$ cat config.mk
export PLATFORM = sky130hd
export DESIGN_NAME = mem_port_arbiter
export DESIGN_NICKNAME = d
export VERILOG_FILES = /design/src/rtl/mem_arb_pkg.sv /design/src/rtl/arb_pick.sv /design/src/rtl/mem_port_arbiter.sv
export SDC_FILE = /design/constraint.sdc
export NUM_CORES = 1
export LEC_CHECK = 0
export ABC_CLOCK_PERIOD_IN_PS = 3100
export BUFFER_PORTS_ARGS = -buffer_cell sky130_fd_sc_hd__clkbuf_2
export CORE_UTILIZATION = 35
export DETAILED_ROUTE_END_ITERATION = 6
export PLACE_DENSITY = 0.62
export SLEW_MARGIN = 30
export SYNTH_ARGS = -nofsm -noshare
export SYNTH_HDL_FRONTEND = slang
export SYNTH_SLANG_ARGS = --single-unit
$ cat constraint.sdc
create_clock -name clk -period 3.1 [get_ports clk]
set_clock_uncertainty 0.2 [all_clocks]
set_input_delay 0.775 -clock clk [delete_from_list [all_inputs] [get_ports clk]]
set_output_delay 0.775 -clock clk [all_outputs]
set_load 0.1 [all_outputs]
$ cat src/rtl/mem_arb_pkg.sv
// Shared types for the unified memory-port arbiter.
// Latency: n/a (types and default widths only).
// Backpressure: n/a.
package mem_arb_pkg;

    localparam int DEF_ADDR_W       = 32;
    localparam int DEF_DATA_W       = 32;
    localparam int DEF_MASK_W       = 4;
    localparam int DEF_STARVE_LIMIT = 4;

    typedef enum logic [1:0] {
        IDLE = 2'd0,
        ACT  = 2'd1,
        RESP = 2'd2
    } arb_state_e;

    typedef enum logic {
        OWN_IF = 1'b0,
        OWN_DM = 1'b1
    } owner_e;

    // One latched memory transaction. Field widths follow the package
    // defaults; the arbiter's width parameters are expected to match them.
    typedef struct packed {
        logic [DEF_ADDR_W-1:0] addr;
        logic [DEF_MASK_W-1:0] mask;
        logic                  we_re;
        logic [DEF_DATA_W-1:0] wdata;
    } mem_txn_t;

endpackage

$ cat src/rtl/arb_pick.sv
// Winner select between fetch and data requesters, with a saturating starvation counter.
// Latency: winner/grant_if are combinational; the counter updates on the clock edge.
// Backpressure: none; the caller decides when a grant is taken via the grant strobe.
//
// Ports: clk, rst (sync, active-low), if_req, dm_req, idle (arbiter in IDLE),
//        grant (a grant is taken this cycle) -> winner (owner_e encoding), grant_if.
module arb_pick
    import mem_arb_pkg::*;
#(
    parameter int STARVE_LIMIT = DEF_STARVE_LIMIT   // must be >= 1
) (
    input  logic clk,
    input  logic rst,
    input  logic if_req,
    input  logic dm_req,
    input  logic idle,
    input  logic grant,
    output logic winner,
    output logic grant_if
);

    localparam int               CNT_W   = $clog2(STARVE_LIMIT + 1);
    localparam logic [CNT_W-1:0] CNT_MAX = CNT_W'(STARVE_LIMIT);

    logic [CNT_W-1:0] starve_cnt;
    logic             if_wins;

    // Data side has priority unless fetch has already been passed over
    // STARVE_LIMIT times in a row.
    assign if_wins  = if_req && (!dm_req || (starve_cnt == CNT_MAX));
    assign winner   = if_wins ? OWN_IF : OWN_DM;
    assign grant_if = grant && if_wins;

    always_ff @(posedge clk) begin
        if (!rst) begin
            starve_cnt <= '0;
        end else if (grant_if) begin
            starve_cnt <= '0;
        end else if (grant && if_req) begin
            // Data grant taken while fetch waits.
            if (starve_cnt != CNT_MAX) begin
                starve_cnt <= starve_cnt + CNT_W'(1);
            end
        end else if (idle && !if_req) begin
            starve_cnt <= '0;
        end
    end

endmodule

$ cat src/rtl/mem_port_arbiter.sv
// Shares one memory port between fetch (if_*) and data (dm_*) requesters, data first, fetch starvation bounded.
// Latency: req -> mem_req 1 cycle; mem_valid -> requester valid 1 cycle; at most one transaction per 3 cycles.
// Backpressure: requesters hold req until their valid pulse; memory stalls by withholding mem_valid.
//
// Ports: clk, rst (sync, active-low); if_req/if_addr/if_mask -> if_valid/if_rdata;
//        dm_req/dm_we_re/dm_addr/dm_mask/dm_wdata -> dm_valid/dm_rdata;
//        mem_req/mem_we_re/mem_addr/mem_mask/mem_wdata <- mem_valid/mem_rdata; busy, bus_err.
// Build option: define ARB_TIMEOUT_EN to enable the ACT watchdog (TIMEOUT_CYCLES) and sticky bus_err;
//               without it ACT waits for mem_valid indefinitely and bus_err is tied low.
module mem_port_arbiter
    import mem_arb_pkg::*;
#(
    parameter int ADDR_W       = DEF_ADDR_W,
    parameter int DATA_W       = DEF_DATA_W,
    parameter int MASK_W       = DEF_MASK_W,
    parameter int STARVE_LIMIT = DEF_STARVE_LIMIT
`ifdef ARB_TIMEOUT_EN
    ,
    parameter int TIMEOUT_CYCLES = 64
`endif
) (
    input  logic              clk,
    input  logic              rst,
    input  logic              if_req,
    input  logic [ADDR_W-1:0] if_addr,
    input  logic [MASK_W-1:0] if_mask,
    output logic              if_valid,
    output logic [DATA_W-1:0] if_rdata,
    input  logic              dm_req,
    input  logic              dm_we_re,
    input  logic [ADDR_W-1:0] dm_addr,
    input  logic [MASK_W-1:0] dm_mask,
    input  logic [DATA_W-1:0] dm_wdata,
    output logic              dm_valid,
    output logic [DATA_W-1:0] dm_rdata,
    output logic              mem_req,
    output logic              mem_we_re,
    output logic [ADDR_W-1:0] mem_addr,
    output logic [MASK_W-1:0] mem_mask,
    output logic [DATA_W-1:0] mem_wdata,
    input  logic              mem_valid,
    input  logic [DATA_W-1:0] mem_rdata,
    output logic              busy,
    output logic              bus_err
);

    arb_state_e state;
    owner_e     owner;
    mem_txn_t   txn;

    logic in_idle;
    logic grant;
    logic pick_winner;
    logic pick_grant_if;

    assign in_idle = (state == IDLE);
    assign grant   = in_idle && (if_req || dm_req);

    arb_pick #(
        .STARVE_LIMIT(STARVE_LIMIT)
    ) u_pick (
        .clk     (clk),
        .rst     (rst),
        .if_req  (if_req),
        .dm_req  (dm_req),
        .idle    (in_idle),
        .grant   (grant),
        .winner  (pick_winner),
        .grant_if(pick_grant_if)
    );

    // The memory side is driven straight from the latched transaction, so
    // address/mask/data hold their last values once mem_req drops.
    assign mem_we_re = txn.we_re;
    assign mem_addr  = txn.addr;
    assign mem_mask  = txn.mask;
    assign mem_wdata = txn.wdata;

`ifdef ARB_TIMEOUT_EN
    localparam int              TO_W    = $clog2(TIMEOUT_CYCLES + 1);
    localparam logic [TO_W-1:0] TO_LAST = TO_W'(TIMEOUT_CYCLES - 1);

    logic [TO_W-1:0] to_cnt;
`else
    assign bus_err = 1'b0;
`endif

    always_ff @(posedge clk) begin
        if (!rst) begin
            state    <= IDLE;
            owner    <= OWN_IF;
            txn      <= '0;
            mem_req  <= 1'b0;
            busy     <= 1'b0;
            if_valid <= 1'b0;
            dm_valid <= 1'b0;
            if_rdata <= '0;
            dm_rdata <= '0;
`ifdef ARB_TIMEOUT_EN
            to_cnt   <= '0;
            bus_err  <= 1'b0;
`endif
        end else begin
            // Valid pulses are raised on entry to RESP and last one cycle.
            if_valid <= 1'b0;
            dm_valid <= 1'b0;
            case (state)
                IDLE: begin
                    if (grant) begin
                        owner <= owner_e'(pick_winner);
                        if (pick_grant_if) begin
                            txn <= '{addr: if_addr, mask: if_mask, we_re: 1'b0, wdata: '0};
                        end else begin
                            txn <= '{addr: dm_addr, mask: dm_mask, we_re: dm_we_re, wdata: dm_wdata};
                        end
                        mem_req <= 1'b1;
                        busy    <= 1'b1;
                        state   <= ACT;
`ifdef ARB_TIMEOUT_EN
                        to_cnt  <= '0;
`endif
                    end
                end
                ACT: begin
                    if (mem_valid) begin
                        // Read data is captured for writes too.
                        mem_req <= 1'b0;
                        state   <= RESP;
                        if (owner == OWN_IF) begin
                            if_rdata <= mem_rdata;
                            if_valid <= 1'b1;
                        end else begin
                            dm_rdata <= mem_rdata;
                            dm_valid <= 1'b1;
                        end
                    end
`ifdef ARB_TIMEOUT_EN
                    else if (to_cnt == TO_LAST) begin
                        // Memory never answered: complete with zero data and flag it.
                        mem_req <= 1'b0;
                        state   <= RESP;
                        bus_err <= 1'b1;
                        if (owner == OWN_IF) begin
                            if_rdata <= '0;
                            if_valid <= 1'b1;
                        end else begin
                            dm_rdata <= '0;
                            dm_valid <= 1'b1;
                        end
                    end else begin
                        to_cnt <= to_cnt + TO_W'(1);
                    end
`endif
                end
                RESP: begin
                    busy  <= 1'b0;
                    state <= IDLE;
                end
                default: begin
                    mem_req <= 1'b0;
                    busy    <= 1'b0;
                    state   <= IDLE;
                end
            endcase
        end
    end

endmodule
==> key figures, run 1 <==
Status
  – Outcome: complete, no violations

Power
  – Leak: 3.519 nW
  – Internal: 3.424 mW
  – Gate power share: 0.236
  – Switching share of total power: 0.3558
  – Worst VDD drop: roughly 0.4 mV
  – Seq pwr share: 0.376
  – Net switching power: ~1.9 mW
  – Pwr/cell area: approximately 670 nW/µm²
  – Clock power share: 0.388
  – Power, Total: 5.315 mW

Synth
  – FFs w/ async S/R, synth: 0
  – Top FF cell, synth: dfxtp_1
  – Mapped Cells: 688
  – Count of flip-flops with a built-in enable after synthesis: 0
  – Syn Std Cell Area: 5817 µm²
  – Sequential-to-total area share from yosys stat: 0.4921
  – Syn Nets: 832
  – Total number of yosys warnings: 0
  – Yosys reg bits: 143
  – Syn avg cell area: 8.455 µm²
  – Distinct cells, synth: 34

Drt
  – Drt first pass iters: 4
  – Drt drc: 0
  – Detail Route Antenna Nets: 0
  – Post-Route WL: around 18000 µm
  – First-iteration detailed-routing DRC count: 233
  – Vias per cell: 5.024
  – DR WL/cell: 15.51 µm
  – Via count: between 5000 and 6000

Worst setup path
  – Worst Path Buf+Inv: 1
  – Endpoint required time on the critical path: 2.12 ns
  – Crit path DAT: 1.30 ns
  – CP Capture Type: output pin
  – Critical Path Fanout Max: 2
  – Critical path's slowest cell: clkbuf_2
  – Worst reg-to-reg setup slack: 1.02 ns
  – Slowest Stage Delay on Critical Path: around 0.48 ns
  – CP Launch Type: flip-flop
  – Cell family with most CP delay: buffers and inverters
  – Cell-by-cell listing of the critical path: clkbuf_2
  – Crit path kind: flip-flop to output pin

Timing
  – Setup TNS Final: 0 ns
  – RSZ-0062 raised after global routing: no
  – Final period utilization: 0.7336
  – Min Tclk post-route: between 2 and 2.5 ns
  – Setup Viol. Count Final: 0
  – Peak Freq: around 440 MHz
  – Worst Tran Pin Value: 0.6409 ns
  – Slew Limit Fails: 0
  – Hold Vio Cnt, Final: 0
  – Slew headroom: 0.5683

Global route
  – Vias in the first global route: 5359
  – First-pass GRT wire length: 27450 µm
  – Gr ovfl total: 0
  – Largest net degree at the start of global routing: 55
  – Initial antenna violation count: 0
  – All-Layer GR Usage: 0.2079

Layout
  – Design Area, Final: 7950 µm²
  – Nets: 1079
  – # diodes: 0
  – Synthesis-to-layout area growth: 36.67%
  – Fillers: between 1500 and 2000
  – Share of cells above drive strength 1: 0.3555
  – Most common cell after layout, fill and taps aside: clkbuf_2
  – Commonest non-fill, non-tap cells in the layout: 278 x clkbuf_2, 143 x dfxtp_1, 130 x nand2_1

Worst hold path
  – Hold Path Class: flip-flop to flip-flop

Clock network
  – CTS-repair resized insts: 0
  – CTS Root Cell: clkbuf_16
  – CTS tree: yes
  – TritonCTS Buffers: 17
  – Clock tree buffer depth: 2
  – Post-CTS setup buffer count: 0
  – CTS sink count: 143
  – Clk slew on worst S/H paths: 0.06 ns
  – Clk_lat worst skew: ~0.42 ns
  – CTS H-tree lvls: 4
  – CTS Hold Bufs: 0

Die
  – Chip Width: 130.9 µm
  – Starting density of the core: 0.3622
  – Die footprint: roughly 17000 µm²
  – Num ports: between 200 and 300
  – Core Area: around 16000 µm²
  – Site row count: 46
  – Die height: between 100 and 150 µm

Job
  – Max Cap Viol: 0

Place
  – DP HPWL: 12230 µm
  – Routability Congestion: about 0.74
  – I/O Buffers: 278
  – DP Area: 7353 µm²
power groups by stage:
stage	sequential (mW)	combinational (mW)	clock, mW
2_1_floorplan	2.70	0.314	0
3_3_place_gp	2.03	1.26	0
3_5_place_dp	2.04	1.26	0
4_1_cts	2.00	1.26	2.10
5_1_grt	2.01	1.32	2.20
6_report	2.00	1.26	2.06
sequential cells by signal, indices dropped and copies added, names as in the netlist, 2 cells and up:
| name | count |
|---|---|
| dm_rdata | 32 |
| u_pick.starve_cnt | 3 |
| mem_addr | 32 |
| state | 2 |
| if_rdata | 32 |
| mem_wdata | 32 |
| mem_mask | 4 |
synthesized netlist by cell type, types with 5 or more instances:
cell | n | area, µm²
a21oi_1 | 104 | 520.5
and3_1 | 35 | 219.0
buf_2 | 12 | 60.06
buf_6 | 5 | 56.30
clkbuf_1 | 48 | 180.2
dfxtp_1 | 143 | 2863
nand2_1 | 130 | 488.0
nand3_1 | 35 | 175.2
nor3b_1 | 35 | 262.8
o21a_1 | 35 | 262.8
o21ai_0 | 37 | 185.2
o31a_1 | 35 | 306.5
path summary, 6_finish.rpt:
path | from | to | depth (start not counted)
worst min register to register | dm_rdata[4]$_SDFFE_PN0P_ | dm_rdata[4]$_SDFFE_PN0P_ | 2
worst max register to register | u_pick.starve_cnt[0]$_SDFFE_PP0P_ | u_pick.starve_cnt[0]$_SDFFE_PP0P_ | 6
worst min-delay path | dm_rdata[4]$_SDFFE_PN0P_ | dm_rdata[4]$_SDFFE_PN0P_ | 2
worst max-delay path | mem_addr[30]$_SDFFE_PN0P_ | mem_addr[30] | 1
stage by stage:
stage | utilization | hold WS [ns] | std cells | setup slack (ns)
after global placement | 0.4579 | 0.2416 | 1132 | 0.6909
after detailed placement | 0.4579 | 0.2454 | 1132 | 0.6770
after floorplan | - | 0.2561 | 688 | 1.054
final | 0.4951 | 0.2514 | 1164 | 0.8259
after CTS | 0.4951 | 0.2544 | 1164 | 0.8107
after global routing | 0.4951 | 0.2643 | 1164 | 0.8131
layer usage:
| metal | wire, µm | share of wire | vias up | global-route usage |
|---|---|---|---|---|
| met2 | 8576 | 0.48 | 222 | 0.3533 |
| li1 | - | - | 2906 | - |
| met1 | 7533 | 0.42 | 2698 | 0.2384 |
| met3 | 1628 | 0.090 | 22 | 0.07248 |
| met5 | 0 | 0 | - | 0 |
| met4 | 314 | 0.017 | 0 | 0.08316 |
cell type report:
type                       count  area, µm²  area share
multi-input combinational    472       2658      0.3343
inverter                       4      16.27    0.002046
timing repair buffer         297       1546      0.1945
sequential                   143       2863      0.3601
clock inverter                14      157.7     0.01983
tap                          216      270.3     0.03399
clock buffer                  18      439.2     0.05524
cells by family after synthesis:
kind of cell               share of synthesized area
and+or+nand+nor                               0.2200
DFF                                           0.4921
adders and majority gates                   0.004301
AOI/OAI and AO/OA                             0.2261
buffers and inverters                        0.05679
other                                      0.0006447
(Power assumes the default switching activity.)
==> run 2, diff against run 1 <==
--- a/config.mk
+++ b/config.mk
@@ -5,11 +5,11 @@
 export SDC_FILE = /design/constraint.sdc
 export NUM_CORES = 1
 export LEC_CHECK = 0
-export ABC_CLOCK_PERIOD_IN_PS = 3100
+export ABC_CLOCK_PERIOD_IN_PS = 2050
 export BUFFER_PORTS_ARGS = -buffer_cell sky130_fd_sc_hd__clkbuf_2
 export CORE_UTILIZATION = 35
 export DETAILED_ROUTE_END_ITERATION = 6
-export PLACE_DENSITY = 0.62
+export PLACE_DENSITY = 0.65
 export SLEW_MARGIN = 30
 export SYNTH_ARGS = -nofsm -noshare
 export SYNTH_HDL_FRONTEND = slang
==> constraint.sdc (replaced) <==
create_clock -name clk -period 2.05 [get_ports clk]
set_clock_uncertainty 0.2 [all_clocks]
set_input_delay 0.5125 -clock clk [delete_from_list [all_inputs] [get_ports clk]]
set_output_delay 0.5125 -clock clk [all_outputs]
set_load 0.1 [all_outputs]
==> run 2 against run 1 <==
Worst hold slack got worse by 0.11 ns. Non-clock buffer count rose by 9. Clock power rose by 56%. Wire length fell by 1.3%. First-iteration DRC count rose by 6.9%. Global-route usage fell by 0.74 points. Worst setup slack got worse by 0.75 ns. Sequential share of layout area fell by 0.99 points. Cell count rose by 0.60%. Register-to-register slack got worse by 0.86 ns. Critical path type unchanged. Largest cell class unchanged.
==> key figures, run 2 (synthesis results as in run 1) <==
Status
  – Outcome: complete, no violations

Global route
  – All-Layer GR Usage: 0.2006 (-0.007379)
  – Vias in the first global route: 5370 (+0.21%)
  – First-pass GRT wire length: 26860 µm (-2.1%)
  – Initial antenna violation count: 0 (unchanged)
  – Gr ovfl total: 0 (unchanged)
  – Largest net degree at the start of global routing: 57 (+3.6%)

Place
  – DP Area: 7566 µm² (+2.9%)
  – I/O Buffers: 278 (unchanged)
  – Routability Congestion: 0.7497 (+1.2%)
  – DP HPWL: 12070 µm (-1.3%)

Worst setup path
  – Critical Path Fanout Max: 2 (unchanged)
  – Cell-by-cell listing of the critical path: clkbuf_2
  – Critical path's slowest cell: clkbuf_2
  – Worst Path Buf+Inv: 1 (unchanged)
  – CP Capture Type: output pin
  – Endpoint required time on the critical path: 1.34 ns (-0.78 ns)
  – Crit path DAT: 1.27 ns (-0.03 ns)
  – Crit path depth: 1 (unchanged)
  – Cell family with most CP delay: buffers and inverters
  – Reg2reg path depth: 6 (unchanged)
  – CP Launch Type: flip-flop
  – Slowest Stage Delay on Critical Path: 0.48 ns (about the same)
  – Crit path kind: flip-flop to output pin

Clock network
  – CTS Root Cell: clkbuf_16
  – TritonCTS Buffers: 17 (unchanged)
  – CTS tree: yes
  – Clk slew on worst S/H paths: 0.06 ns (about the same)
  – CTS H-tree lvls: 4 (unchanged)
  – Clock tree buffer depth: 2 (unchanged)
  – CTS sink count: 143 (unchanged)
  – Clk_lat worst skew: 0.41 ns (about the same)
  – Post-CTS setup buffer count: 0 (unchanged)
  – CTS-repair resized insts: 0 (unchanged)
  – CTS Hold Bufs: 0 (unchanged)

Drt
  – Detail Route Antenna Nets: 0 (unchanged)
  – Via count: 5825 (-0.39%)
  – Drt drc: 0 (unchanged)
  – First-iteration detailed-routing DRC count: 249 (+6.9%)
  – Post-Route WL: 17810 µm (-1.3%)
  – Vias per cell: 4.974 (-0.99%)
  – Drt first pass iters: 4 (unchanged)
  – DR WL/cell: 15.21 µm (-1.9%)

Timing
  – Worst Tran Pin Value: 0.5738 ns (-0.06705 ns)
  – Peak Freq: 505.5 MHz
  – Slew Limit Fails: 0 (unchanged)
  – Setup Viol. Count Final: 0 (unchanged)
  – Slew headroom: 0.6191 (+0.05084)
  – Worst hold slack: 0.1371 ns (-0.1143 ns)
  – Setup TNS Final: 0 ns (unchanged)
  – RSZ-0062 raised after global routing: no
  – Hold Vio Cnt, Final: 0 (unchanged)
  – Final period utilization: 0.9651
  – Min Tclk post-route: 1.978 ns

Die
  – Num ports: 280 (unchanged)
  – Core Area: 16060 µm² (unchanged)
  – Die footprint: 17140 µm² (unchanged)
  – Site row count: 46 (unchanged)
  – Chip Width: 130.9 µm (unchanged)
  – Starting density of the core: 0.3622 (unchanged)
  – Die height: 130.9 µm (unchanged)

Layout
  – Synthesis-to-layout area growth: 40.55%
  – Most common cell after layout, fill and taps aside: clkbuf_2
  – Commonest non-fill, non-tap cells in the layout: 278 x clkbuf_2, 143 x dfxtp_1, 130 x nand2_1
  – Nets: 1088 (+0.83%)
  – Final core occ: 0.5091 (+0.01403)
  – Share of cells above drive strength 1: 0.3581 (+0.002630)
  – # diodes: 0 (unchanged)
  – Design Area, Final: 8175 µm² (+2.8%)

Worst hold path
  – Hold Path Class: input port to flip-flop
  – Hold Crit Depth: 3 (+1)

Power
  – Leak: 3.619 nW (+2.8%)
  – Pwr/cell area: 1003 nW/µm² (+50%)
  – Worst VDD drop: 0.5388 mV (+34%)
  – Power, Total: 8.200 mW (+54%)

Job
  – Max Cap Viol: 0 (unchanged)
## run 2: cell count changes in the layout (fill, tap and decap cells not counted), sizes merged
| cell | before | now |
|---|---|---|
| inv | 7 | 4 |
| bufinv | 2 | 4 |
| clkinv | 7 | 4 |
| clkbuf | 296 | 298 |
| buf | 19 | 28 |
## run 2: per-stage QoR
| stage | cells | worst slack (ns) |
|---|---|---|
| final | 1171 | 0.07159 |
| after global routing | 1171 | 0.02811 |
| after CTS | 1171 | 0.05419 |
| after detailed placement | 1141 | 0.1081 |
| after global placement | 1141 | 0.1555 |
| after floorplan | 688 | 0.1538 |
## run 2: cell type report
cell class | count | area (µm²)
clock buffer | 20 | 446.7
clock inverter | 10 | 162.7
fill | 1586 | 7883
inverter | 4 | 16.27
multi-input combinational | 472 | 2665
sequential | 143 | 2863
tap | 216 | 270.3
timing repair buffer | 306 | 1752
## run 2: power by group
part           internal (mW)  leakage, nW  switching, mW
Clock                   2.06        0.292           1.16
Sequential              2.93         1.17         0.0821
Combinational          0.455         2.16           1.51
Total                   5.44         3.62           2.76
## run 2: layer usage
layer | GRT usage | part of all wire | vias to the layer above
li1 | - | - | 2909
met2 | 0.3492 | 0.48 | 197
met1 | 0.2305 | 0.43 | 2705
met4 | 0.05612 | 0.010 | 0
met5 | 0 | 0 | -
met3 | 0.07248 | 0.081 | 14
## run 2: worst paths after layout
| path | startpoint | to | slack (ns) |
|---|---|---|---|
| worst max register to register | u_pick.starve_cnt[0]$_SDFFE_PP0P_ | mem_addr[22]$_SDFFE_PN0P_ | 0.16 |
| worst min register to register | dm_rdata[19]$_SDFFE_PN0P_ | dm_rdata[19]$_SDFFE_PN0P_ | 0.25 |
| worst max-delay path | mem_addr[22]$_SDFFE_PN0P_ | mem_addr[22] | 0.07 |
| worst min-delay path | dm_wdata[0] | mem_wdata[0]$_SDFFE_PN0P_ | 0.14 |
==> run 3, diff against run 2 <==
--- a/config.mk
+++ b/config.mk
@@ -6,7 +6,7 @@
 export NUM_CORES = 1
 export LEC_CHECK = 0
 export ABC_CLOCK_PERIOD_IN_PS = 2050
-export BUFFER_PORTS_ARGS = -buffer_cell sky130_fd_sc_hd__clkbuf_2
+export BUFFER_PORTS_ARGS = -buffer_cell sky130_fd_sc_hd__buf_2
 export CORE_UTILIZATION = 35
 export DETAILED_ROUTE_END_ITERATION = 6
 export PLACE_DENSITY = 0.65
==> run 3 against run 2 <==
Sequential cell count unchanged. Core utilization shrank 0.14 points. Worst setup slack gained 0.047 ns. Worst hold slack improved by 0.0028 ns. Sequential power hardly changed. Register-to-register slack improved by 0.05 ns. Wire length up 0.43%. Critical path type unchanged.
==> key figures, run 3 (synthesis results as in run 1) <==
Place
  – DP Area: 7561 µm² (about the same)
  – Dpl ws: 0.1624 ns (+0.05432 ns)
  – Routability Congestion: 0.7537 (+0.53%)
  – Post-Place Cells: 1138 (-0.26%)
  – DP HPWL: 11810 µm (-2.1%)
  – I/O Buffers: 278 (unchanged)

Layout
  – Non-Filler Instances: 1171 (unchanged)
  – Commonest non-fill, non-tap cells in the layout: 278 x buf_2, 143 x dfxtp_1, 130 x nand2_1
  – Share of cells above drive strength 1: 0.3595 (+0.001424)
  – Design Area, Final: 8153 µm² (-0.28%)
  – Most common cell after layout, fill and taps aside: buf_2
  – Final core occ: 0.5077 (-0.001402)
  – Nets: 1085 (-0.28%)
  – Synthesis-to-layout area growth: 40.16%

Job
  – Max Cap Viol: 0 (unchanged)

Drt
  – Drt first pass iters: 4 (unchanged)
  – Vias per cell: 5.003 (+0.57%)
  – Via count: 5858 (+0.57%)
  – First-iteration detailed-routing DRC count: 332 (+33%)
  – Routed length on met2: 8136 µm (-4.6%)
  – DR WL/cell: 15.27 µm (+0.43%)
  – Top Layer Used: met4
  – Metal3 WL: 1465 µm (+1.2%)
  – Post-Route WL: 17890 µm (+0.43%)
  – Detail Route Antenna Nets: 0 (unchanged)
  – Drt drc: 0 (unchanged)
  – Metal1 wirelength: 8027 µm (+4.9%)

Die
  – Die height: 130.9 µm (unchanged)
  – Die footprint: 17140 µm² (unchanged)
  – Site row count: 46 (unchanged)
  – Starting density of the core: 0.3622 (unchanged)
  – Num ports: 280 (unchanged)
  – Chip Width: 130.9 µm (unchanged)
  – Core Area: 16060 µm² (unchanged)

Worst setup path
  – Cell-by-cell listing of the critical path: buf_2
  – Critical Path Source: mem_addr[20]$_SDFFE_PN0P_
  – Critical Path Fanout Max: 2 (unchanged)
  – Crit path DAT: 1.22 ns (-0.05 ns)
  – Crit path kind: flip-flop to output pin
  – Worst Path Buf+Inv: 1 (unchanged)
  – CP Capture Type: output pin
  – Critical path's slowest cell: buf_2
  – Cell family with most CP delay: buffers and inverters
  – FF-to-FF Start: u_pick.starve_cnt[0]$_SDFFE_PP0P_
  – Endpoint required time on the critical path: 1.34 ns (about the same)
  – CP Launch Type: flip-flop
  – Slowest Stage Delay on Critical Path: 0.44 ns (-0.04 ns)

Timing
  – Slew Limit Fails: 0 (unchanged)
  – Hold Vio Cnt, Final: 0 (unchanged)
  – Setup Viol. Count Final: 0 (unchanged)
  – Worst setup margin: 0.1187 ns (+0.04712 ns)
  – Worst hold slack: 0.1399 ns (+0.002773 ns)
  – Setup TNS Final: 0 ns (unchanged)
  – RSZ-0062 raised after global routing: no
  – Peak Freq: 517.8 MHz (+2.4%)
  – Final period utilization: 0.9421 (-0.02299)
  – Worst Tran Pin Value: 0.5144 ns (-0.05939 ns)
  – Min Tclk post-route: 1.931 ns (-0.04712 ns)
  – Slew headroom: 0.6594 (+0.04033)

Clock network
  – Post-CTS setup buffer count: 0 (unchanged)
  – CTS H-tree lvls: 4 (unchanged)
  – CTS-repair resized insts: 0 (unchanged)
  – CTS tree: yes
  – Clk slew on worst S/H paths: 0.07 ns (about the same)
  – Clock tree buffer depth: 2 (unchanged)
  – TritonCTS Buffers: 17 (unchanged)
  – CTS Root Cell: clkbuf_16
  – CTS Hold Bufs: 0 (unchanged)
  – Clk_lat worst skew: 0.41 ns (about the same)
  – CTS sink count: 143 (unchanged)

Global route
  – First-pass GRT wire length: 26860 µm (unchanged)
  – Initial antenna violation count: 1 (+1)
  – Gr ovfl total: 0 (unchanged)
  – Largest net degree at the start of global routing: 51 (-11%)
  – All-Layer GR Usage: 0.2015 (+0.0009600)
  – Vias in the first global route: 5220 (-2.8%)

Power
  – Power, Total: 8.033 mW (-2.0%)
  – Leak: 3.672 nW (+1.5%)
  – Pwr/cell area: 985.3 nW/µm² (-1.8%)
  – Worst VDD drop: 0.5481 mV (+1.7%)

Status
  – Outcome: complete, no violations

Worst hold path
  – Hold Path Origin: mem_rdata[21]
  – Hold Path Class: input port to flip-flop
==> run 3: cell count changes in the layout (fill, tap and decap cells not counted), moves of 3 or more <==
cell       before  now
buf_2           0  278
buf_4          16   11
bufinv_16       4    1
clkbuf_2      278    0
inv_6           1    5
==> run 3: worst min-delay path, stage by stage <==
cell and delay (ns):
buf_2 0.10, nand2_1 0.05, a21oi_1 0.05
==> run 3: final timing paths <==
| check | cells past startpoint | end | slack, ns |
|---|---|---|---|
| min reg2reg | 2 | dm_rdata[0]$_SDFFE_PN0P_ | 0.25 |
| max reg2reg | 6 | mem_addr[25]$_SDFFE_PN0P_ | 0.21 |
| max | 1 | mem_addr[20] | 0.12 |
| min | 3 | dm_rdata[21]$_SDFFE_PN0P_ | 0.14 |
==> run 3: per-layer routing <==
layer,GRT usage,vias to the layer above
li1,-,2909
met1,0.2529,2717
met2,0.3240,211
met3,0.06596,21
met4,0.06897,0
met5,0,-
==> run 3: cell type report <==
type | instances | area, µm²
fill | 1575 | 7905
sequential | 143 | 2863
multi-input combinational | 472 | 2658
timing repair buffer | 303 | 1754
clock buffer | 18 | 439.2
tap | 216 | 270.3
clock inverter | 14 | 150.1
inverter | 4 | 16.27
antenna | 1 | 2.502
==> run 3: power by group <==
| part | total, mW | switching (mW) | internal, mW |
|---|---|---|---|
| registers | 3.01 | 0.0758 | 2.93 |
| clock network | 3.06 | 1.32 | 1.75 |
| logic | 1.96 | 1.51 | 0.454 |
